## src/rtl/dmem_lsu.sv

```systemverilog
// dmem_lsu: load/store unit sitting directly in front of the data memory.
// One request at a time, with a valid/ready handshake on both the request and
// the response side.
//
// Stores: the byte address becomes a DMEM word index, a byte lane (tail), an
// access type and the write data. DMEM does the byte/half merge itself.
// Loads:  the word DMEM returns is sampled, the addressed lane is picked out,
//         and the result is sign- or zero-extended.
// Misaligned, out-of-window and illegal-size requests come back as faults and
// never reach memory.
//
// Ports:
//   clk, rst_n                    clock, async active-low reset
//   req_valid/req_ready           request handshake
//   req_we, req_size, req_unsigned, req_addr, req_wdata   request fields
//   resp_valid/resp_ready         response handshake
//   resp_rdata, resp_fault        load data (0 for stores/faults), fault code
//   mem_wena, mem_addr, mem_in_type, mem_addr_tail,
//   mem_data32/16/8               registered DMEM command
//   mem_rdata                     DMEM combinational read word
//
// state | meaning
// IDLE  | ready for a request
// STORE | mem_wena high, DMEM writes on the edge leaving this state
// LOAD  | DMEM addressed, mem_rdata sampled on the edge leaving this state
// RESP  | response held until resp_ready
module dmem_lsu #(
  parameter logic [31:0] BASE_ADDR   = 32'h1001_0000,
  parameter int unsigned DEPTH_WORDS = 32
) (
  input  logic        clk,
  input  logic        rst_n,
  input  logic        req_valid,
  output logic        req_ready,
  input  logic        req_we,
  input  logic [1:0]  req_size,
  input  logic        req_unsigned,
  input  logic [31:0] req_addr,
  input  logic [31:0] req_wdata,
  output logic        resp_valid,
  input  logic        resp_ready,
  output logic [31:0] resp_rdata,
  output logic [1:0]  resp_fault,
  output logic        mem_wena,
  output logic [10:0] mem_addr,
  output logic [1:0]  mem_in_type,
  output logic [1:0]  mem_addr_tail,
  output logic [31:0] mem_data32,
  output logic [15:0] mem_data16,
  output logic [7:0]  mem_data8,
  input  logic [31:0] mem_rdata
);

  localparam logic [1:0] S_IDLE  = 2'd0;
  localparam logic [1:0] S_STORE = 2'd1;
  localparam logic [1:0] S_LOAD  = 2'd2;
  localparam logic [1:0] S_RESP  = 2'd3;

  localparam logic [31:0] WIN_BYTES = 32'(4 * DEPTH_WORDS);

  logic [1:0]  state;
  logic        ld_unsigned;
  logic        accept;
  logic [31:0] off;
  logic [1:0]  acc_fault;
  logic [15:0] half_sel;
  logic [7:0]  byte_sel;
  logic [31:0] ld_ext;

  assign req_ready  = (state == S_IDLE);
  assign resp_valid = (state == S_RESP);
  assign accept     = req_valid & req_ready;

  // Wrapping subtract: addresses below BASE_ADDR land far above the window.
  assign off = req_addr - BASE_ADDR;

  always_comb begin
    acc_fault = 2'b00;
    if (req_size == 2'b11)
      acc_fault = 2'b11;
    else if ((req_size == 2'b01 && req_addr[0]) ||
             (req_size == 2'b00 && req_addr[1:0] != 2'b00))
      acc_fault = 2'b01;
    else if (off >= WIN_BYTES)
      acc_fault = 2'b10;
  end

  // Lane extraction uses the registered tail/type, which are stable in LOAD.
  always_comb begin
    half_sel = mem_addr_tail[1] ? mem_rdata[31:16] : mem_rdata[15:0];
    case (mem_addr_tail)
      2'd0:    byte_sel = mem_rdata[7:0];
      2'd1:    byte_sel = mem_rdata[15:8];
      2'd2:    byte_sel = mem_rdata[23:16];
      default: byte_sel = mem_rdata[31:24];
    endcase
    case (mem_in_type)
      2'b01:   ld_ext = ld_unsigned ? {16'h0, half_sel} : {{16{half_sel[15]}}, half_sel};
      2'b10:   ld_ext = ld_unsigned ? {24'h0, byte_sel} : {{24{byte_sel[7]}}, byte_sel};
      default: ld_ext = mem_rdata;
    endcase
  end

  always_ff @(posedge clk or negedge rst_n) begin
    if (!rst_n) begin
      state         <= S_IDLE;
      ld_unsigned   <= 1'b0;
      resp_rdata    <= 32'h0;
      resp_fault    <= 2'b00;
      mem_wena      <= 1'b0;
      mem_addr      <= 11'h0;
      mem_in_type   <= 2'b00;
      mem_addr_tail <= 2'b00;
      mem_data32    <= 32'h0;
      mem_data16    <= 16'h0;
      mem_data8     <= 8'h0;
    end else begin
      case (state)
        S_IDLE: begin
          if (accept) begin
            if (acc_fault != 2'b00) begin
              // mem_* keep their previous values: a fault never addresses DMEM.
              resp_fault <= acc_fault;
              resp_rdata <= 32'h0;
              state      <= S_RESP;
            end else begin
              resp_fault    <= 2'b00;
              ld_unsigned   <= req_unsigned;
              mem_addr      <= off[12:2];
              mem_addr_tail <= off[1:0];
              mem_in_type   <= req_size;
              mem_data32    <= req_wdata;
              mem_data16    <= req_wdata[15:0];
              mem_data8     <= req_wdata[7:0];
              mem_wena      <= req_we;
              state         <= req_we ? S_STORE : S_LOAD;
            end
          end
        end
        S_STORE: begin
          mem_wena   <= 1'b0;
          resp_rdata <= 32'h0;
          state      <= S_RESP;
        end
        S_LOAD: begin
          resp_rdata <= ld_ext;
          state      <= S_RESP;
        end
        default: begin
          if (resp_ready) state <= S_IDLE;
        end
      endcase
    end
  end

endmodule

```

## config.mk

```make
export PLATFORM = sky130hd
export DESIGN_NAME = dmem_lsu
export DESIGN_NICKNAME = d
export VERILOG_FILES = /design/src/rtl/dmem_lsu.sv
export SDC_FILE = /design/constraint.sdc
export NUM_CORES = 1
export LEC_CHECK = 0
export CAP_MARGIN = 20
export CORE_UTILIZATION = 41
export DETAILED_ROUTE_END_ITERATION = 8
export PLACE_DENSITY = 0.81
export SETUP_SLACK_MARGIN = 0.2
export SYNTH_ARGS = -nofsm -noshare
export SYNTH_HDL_FRONTEND = slang
export SYNTH_SLANG_ARGS = --single-unit
export TNS_END_PERCENT = 100
```

## constraint.sdc

```tcl
create_clock -name clk -period 2.6 [get_ports clk]
set_clock_uncertainty 0.1 [all_clocks]
set_input_delay 0.52 -clock clk [delete_from_list [all_inputs] [get_ports clk]]
set_output_delay 0.52 -clock clk [all_outputs]
set_load 0.02 [all_outputs]
```

== Word level (Yosys, flattened, before mapping) ==
Index checks and enable logic that the tools add are counted.

* Add/sub/neg operators: 1
* Multiply operators: 0
* Div/mod/pow operators: 0
* $lt $le $gt $ge: 1
* Eq/ne operators: 12
* Shift operators: 0
* Mux-type cells: 20
* Bitwise operators: 2
* Reductions and logical operators: 17

{| class="wikitable"
|+ Operators with widths
! operator !! number
|-
| two-way mux 32 bit || 4
|-
| case mux 32 bit (3 select lines) || 1
|-
| case mux 32 bit (2 select lines) || 1
|-
| >= comparator 32 x 8 -> 1 bit, second input constant || 1
|-
| subtractor 32 x 29 -> 32 bit, second input constant || 1
|-
| case mux 8 bit (3 select lines) || 1
|-
| two-way mux 16 bit || 1
|-
| two-way mux 2 bit || 8
|-
| == test 2 bit, second input constant || 5
|-
| AND reduction 3 bit || 3
|-
| == test 2 x 1 -> 1 bit, second input constant || 4
|-
| zero test 2 bit || 3
|-
| nonzero test 2 bit || 3
|-
| nonzero test 3 bit || 2
|-
| inequality test 2 x 1 -> 1 bit, second input constant || 2
|-
| case mux 2 bit (2 select lines) || 1
|-
| AND reduction 2 bit || 2
|-
| logical AND 1 bit || 2
|-
| two-way mux 1 bit || 2
|-
| inequality test 2 bit, second input constant || 1
|-
| case mux 1 bit (2 select lines) || 1
|-
| OR reduction 2 bit || 1
|-
| bitwise AND 1 bit || 1
|-
| logical OR 1 bit || 1
|-
| NOT 1 bit || 1
|}

* Flip-flop bits (word level): 109
* Bits in latches: 0
* RAM bits: 0
* Bits in read-only memories: 0
* Input port bits: 104
* Output and inout bits: 108
* Memories: 0

== Logic depth before layout (Yosys ltp) ==
* Depth in word-level cells: 9
* Mapped depth: 8
* Mapped depth without buffers: 7

== Worst setup path after synthesis ==
OpenSTA, ideal clock, no wires.

* Kind: input port to flip-flop
* Start: input req_addr[23]
* End: register resp_rdata[10]
* Setup time: 0.125 ns
* Arrival: 1.980 ns
* Required time: 2.375 ns
* Path slack: 0.395 ns
* Stages: 7
* Cells stage by stage: nor4_1 nand4_1 o41ai_1 a21o_1 buf_6 buf_12 mux2_4

* Word-level cells in the longest chain between the ends: 8

{| class="wikitable"
|+ Ends and longest elaborated chain
! what !! line !! RTL
|-
| from (decl) || 38 || <nowiki>input logic [31:0] req_addr,</nowiki>
|-
| subtractor 32 x 29 -> 32 bit || 75 || <nowiki>assign off = req_addr - BASE_ADDR;</nowiki>
|-
| >= comparator 32 x 8 -> 1 bit || 84 || <nowiki>else if (off >= WIN_BYTES)</nowiki>
|-
| two-way mux 2 bit || 84 ||
|-
| two-way mux 2 bit || 81 || <nowiki>else if ((req_size == 2'b01 && req_addr[0]) ||</nowiki>
|-
| two-way mux 2 bit || 79 || <nowiki>if (req_size == 2'b11)</nowiki>
|-
| nonzero test 2 bit || 121 || <nowiki>if (acc_fault != 2'b00) begin</nowiki>
|-
| inequality test 2 x 1 -> 1 bit (no line) || - ||
|-
| AND reduction 3 bit (no line) || - ||
|-
| to (signal assigned) || 146 || <nowiki>resp_rdata <= ld_ext;</nowiki>
|-
| to (decl) || 42 || <nowiki>output logic [31:0] resp_rdata,</nowiki>
|}

Every way passes these cells.
A chain may end at the register's enable or synchronous reset.

== Worst setup path after layout ==
* Start: input mem_rdata[31]
* End: register resp_rdata[10]

* Word-level cells in the longest chain between the ends: 4

{| class="wikitable"
|+ Ends and longest elaborated chain
! what !! line !! RTL
|-
| from (decl) || 51 || <nowiki>input logic [31:0] mem_rdata</nowiki>
|-
| case mux 8 bit (3 select lines) || 91 || <nowiki>case (mem_addr_tail)</nowiki>
|-
| two-way mux 32 bit || 99 || <nowiki>2'b10: ld_ext = ld_unsigned ? {24'h0, byte_sel} : {{24{byte_sel[7]}}, byte_sel};</nowiki>
|-
| case mux 32 bit (2 select lines) || 97 || <nowiki>case (mem_in_type)</nowiki>
|-
| case mux 32 bit (3 select lines) || 118 || <nowiki>case (state)</nowiki>
|}

Every way passes these cells.

==> run_results.csv <==
group,metric,value,unit
run_status,status,"finished, final reports clean",
cts,clk_pin_slew,0.08,ns
logic_synthesis,ys_warn_count,0,
place,finalWeightedCongestion,0.861,
sta,fmax,0.424,GHz
power,power.static_leakage,3.10,nW
logic_synthesis,syn_area,0.00430,mm^2
power,total_power,0.00483,W
sta,maxSlewHeadroom,0.659,
cts,cts_tree,"built",
logic_synthesis,syn_nets,473,
floorplanning,core-area,0.00995,mm^2
finish,fin_nets,676,
routing,wl_met1,4.78,mm
logic_synthesis,synth_fa_ha_area_frac,0.0204,
hold_path,hold_path_class,"input pin to async pin",
power,p_per_area,711,mW/mm^2
cts,cts_max_level,3,
setup_path,slowest_delay,0.52,ns
routing,route.detailed.drc,0,
routing,wl,12.0,mm
cts,clock_latency,0.35,ns
logic_synthesis,synthTopCellsByArea,"dfrtp_1, mux2_2, mux2_4",
sta,post-route-period-util,0.906,
logic_synthesis,synth_area_leader_cell,"dfrtp_1",
global_routing,grt_pass1_vias,3705,
cts,clock_path_buffers,2,
logic_synthesis,async_flop_share,1.00,
floorplanning,rows,36,
sta,setup_viol,0,
sta,tns,0,ns
finish,area.growth.synth_to_final,58.0,%
setup_path,crit_end,"resp_rdata[10]",
setup_path,crit_required,2.74,ns
finish,antenna_cells,0,
setup_path,reg2reg_slack,0.39,ns
sta,worstMarginPinSlew,0.511,ns
logic_synthesis,ys.flop_type,"dfrtp_1",
floorplanning,initial_core_util,0.431,
cts,cts_made_buffers,9,
logic_synthesis,synth_edf_count,0,
routing,top_layer,"met4",
job,maxCapViolCount,0,
setup_path,path_max_fanout,7,
logic_synthesis,yosys.area.top_type_share,0.495,
place,port_buffers,211,
logic_synthesis,synth_compound_area_frac,0.104,
sta,drv_slew,0,
floorplanning,die_w,104,um
global_routing,antenna_found_initial,0,
floorplanning,die_area,0.0109,mm^2
routing,routed-wl-met3,624,um
logic_synthesis,ys_seq_elements,85,
logic_synthesis,synthMuxAreaShare,0.230,
setup_path,crit_start,"mem_rdata[31]",
setup_path,r2r-end,"resp_rdata[6]",
logic_synthesis,synthSimpleGateAreaFrac,0.0548,
setup_path,reg2reg_depth,7,
logic_synthesis,yosysUniqueCellTypes,39,
global_routing,grt_max_degree,47,
power,vdd_drop_max,0.612,mV
routing,ant_nets,0,
setup_path,startpoint_type,"input pin",
global_routing,track_usage,0.228,
place,post-place-ws,-0.263,ns
floorplanning,dieHeight,104,um
finish,stdcell_count,702,
finish,layout_commonest_cell,"clkdlybuf4s50_1",
floorplanning,num_io_pins,212,
finish,postLayoutCoreUtil,0.682,
finish,final_cell_mix,"clkdlybuf4s50_1, dfrtp_1, mux2_2, o21ai_0, inv_1",
setup_path,cp_data_arrival_time,2.49,ns
logic_synthesis,synth_xor_xnor_area_share,0,
logic_synthesis,synth_top_family_by_area,"multiplexers",
setup_path,end_kind,"register",
logic_synthesis,synthCells,362,
cts,cts_root_buf,"clkbuf_8",
setup_path,cp_slowest_cell,"mux4_2",
routing,avgRoutedWirePerCell,17.1,um
logic_synthesis,avgSynthCellArea,11.9,um^2
global_routing,overflow,0,
routing,dr.pass1.iters,5,
place,dp.cells,684,
finish,drive_above_1_share,0.200,
cts,cts.sinks,85,
finish,nFillCells,726,
global_routing,grt_pass1_wl,19.3,mm
setup_path,r2r_start,"mem_in_type[0]",
sta,finalCriticalPeriod,2.36,ns
sta,layout_setup_ws,0.243,ns
sta,hold_viol,0,
sta,rsz0062_at_grt,"true",
setup_path,crit_chain,"clkdlybuf4s50_1 > mux4_2 > and2_1 > a21oi_2 > a21oi_1 > mux2_4",
setup_path,path_class,"input pin to register",
routing,drt_iter0_markers,187,
routing,vias,3569,
routing,wl_met2,6.15,mm
logic_synthesis,yosysSeqAreaShare,0.495,
routing,via_per_inst,5.08,
place,dpl.hpwl,9.31,mm
-- area by class of cell --
class / instances / area, um^2 / share of cell area
flip-flops and latches: 85 / 2130 / 0.313
clock buffers: 11 / 131 / 0.0194
well taps: 133 / 166 / 0.0245
clock inverters: 4 / 26.3 / 0.00387
inverters: 27 / 101 / 0.0149
repair buffers: 233 / 2420 / 0.357
multi-input cells: 209 / 1810 / 0.267
-- state kept, by name, summed over array words and instances (netlist names) --
register,count
ld_unsigned,1
mem_addr,11
mem_addr_tail,2
mem_data32,32
mem_in_type,2
mem_wena,1
resp_fault,2
resp_rdata,32
state,2
-- per-layer routing --
layer	global-route usage	up-vias
li1	-	1645
met1	0.283	1748
met2	0.382	145
met3	0.0338	31
met4	0.122	0
met5	0	-
-- critical path: cells and delay by family --
family                 cells  cell delay (ns)
AND/OR/NAND/NOR            1             0.20
AO/OA/AOI/OAI              2             0.50
buffers and inverters      1             0.47
multiplexers               2             0.81
-- worst min path at each step --
stage / to / slack [ns] / cells past startpoint
finish: resp_rdata[31] / 0.03 / 1
global route: mem_data32[1] / 0.06 / 1
CTS: mem_data32[1] / 0.04 / 1
detailed placement: mem_addr[5] / 0.37 / 1
global placement: mem_addr[9] / 0.37 / 1
floorplan: ld_unsigned / 0.12 / 0
-- cell families after synthesis --
logic type               Yosys count
AO/OA/AOI/OAI                     76
adder cells (fa/ha/maj)            7
buffers and inverters             68
flip-flops                        85
multiplexers                      84
AND/OR/NAND/NOR                   42
-- power breakdown --
part / total [W] / switching, W / internal, W
clock network: 0.000797 / 0.000456 / 0.000341
logic: 0.00228 / 0.00104 / 0.00124
registers: 0.00175 / 0.000171 / 0.00158
-- synth_stat cells (3+ instances only) --
cell	count
dfrtp_1	85
o21ai_0	35
inv_1	27
buf_6	3
nand2_1	15
a22oi_1	7
ha_1	7
buf_4	25
mux2_1	3
a21oi_1	17
a21boi_0	7
mux2_4	14
buf_2	3
nand2b_1	5
mux2_2	50
clkbuf_1	8
mux2i_1	16
and2_1	7
-- stage by stage --
stage | hold slack (ns) | cell area, um^2
after global routing | 0.0634 | 6790
after global placement | 0.370 | 6470
after CTS | 0.0391 | 6650
final | 0.0309 | 6790
after floorplan | 0.124 | 4300
after detailed placement | 0.371 | 6470
-- timing repair --
action / 4_1_cts / 5_1_grt
buffers inserted: 1 / 0
hold buffers: 0 / 0
pin swaps: 1 / 7
setup endpoints to repair: 29 / 30
gates resized for setup: 3 / 25
gates cloned: 0 / 2
Power figures use the tool's default switching activity.
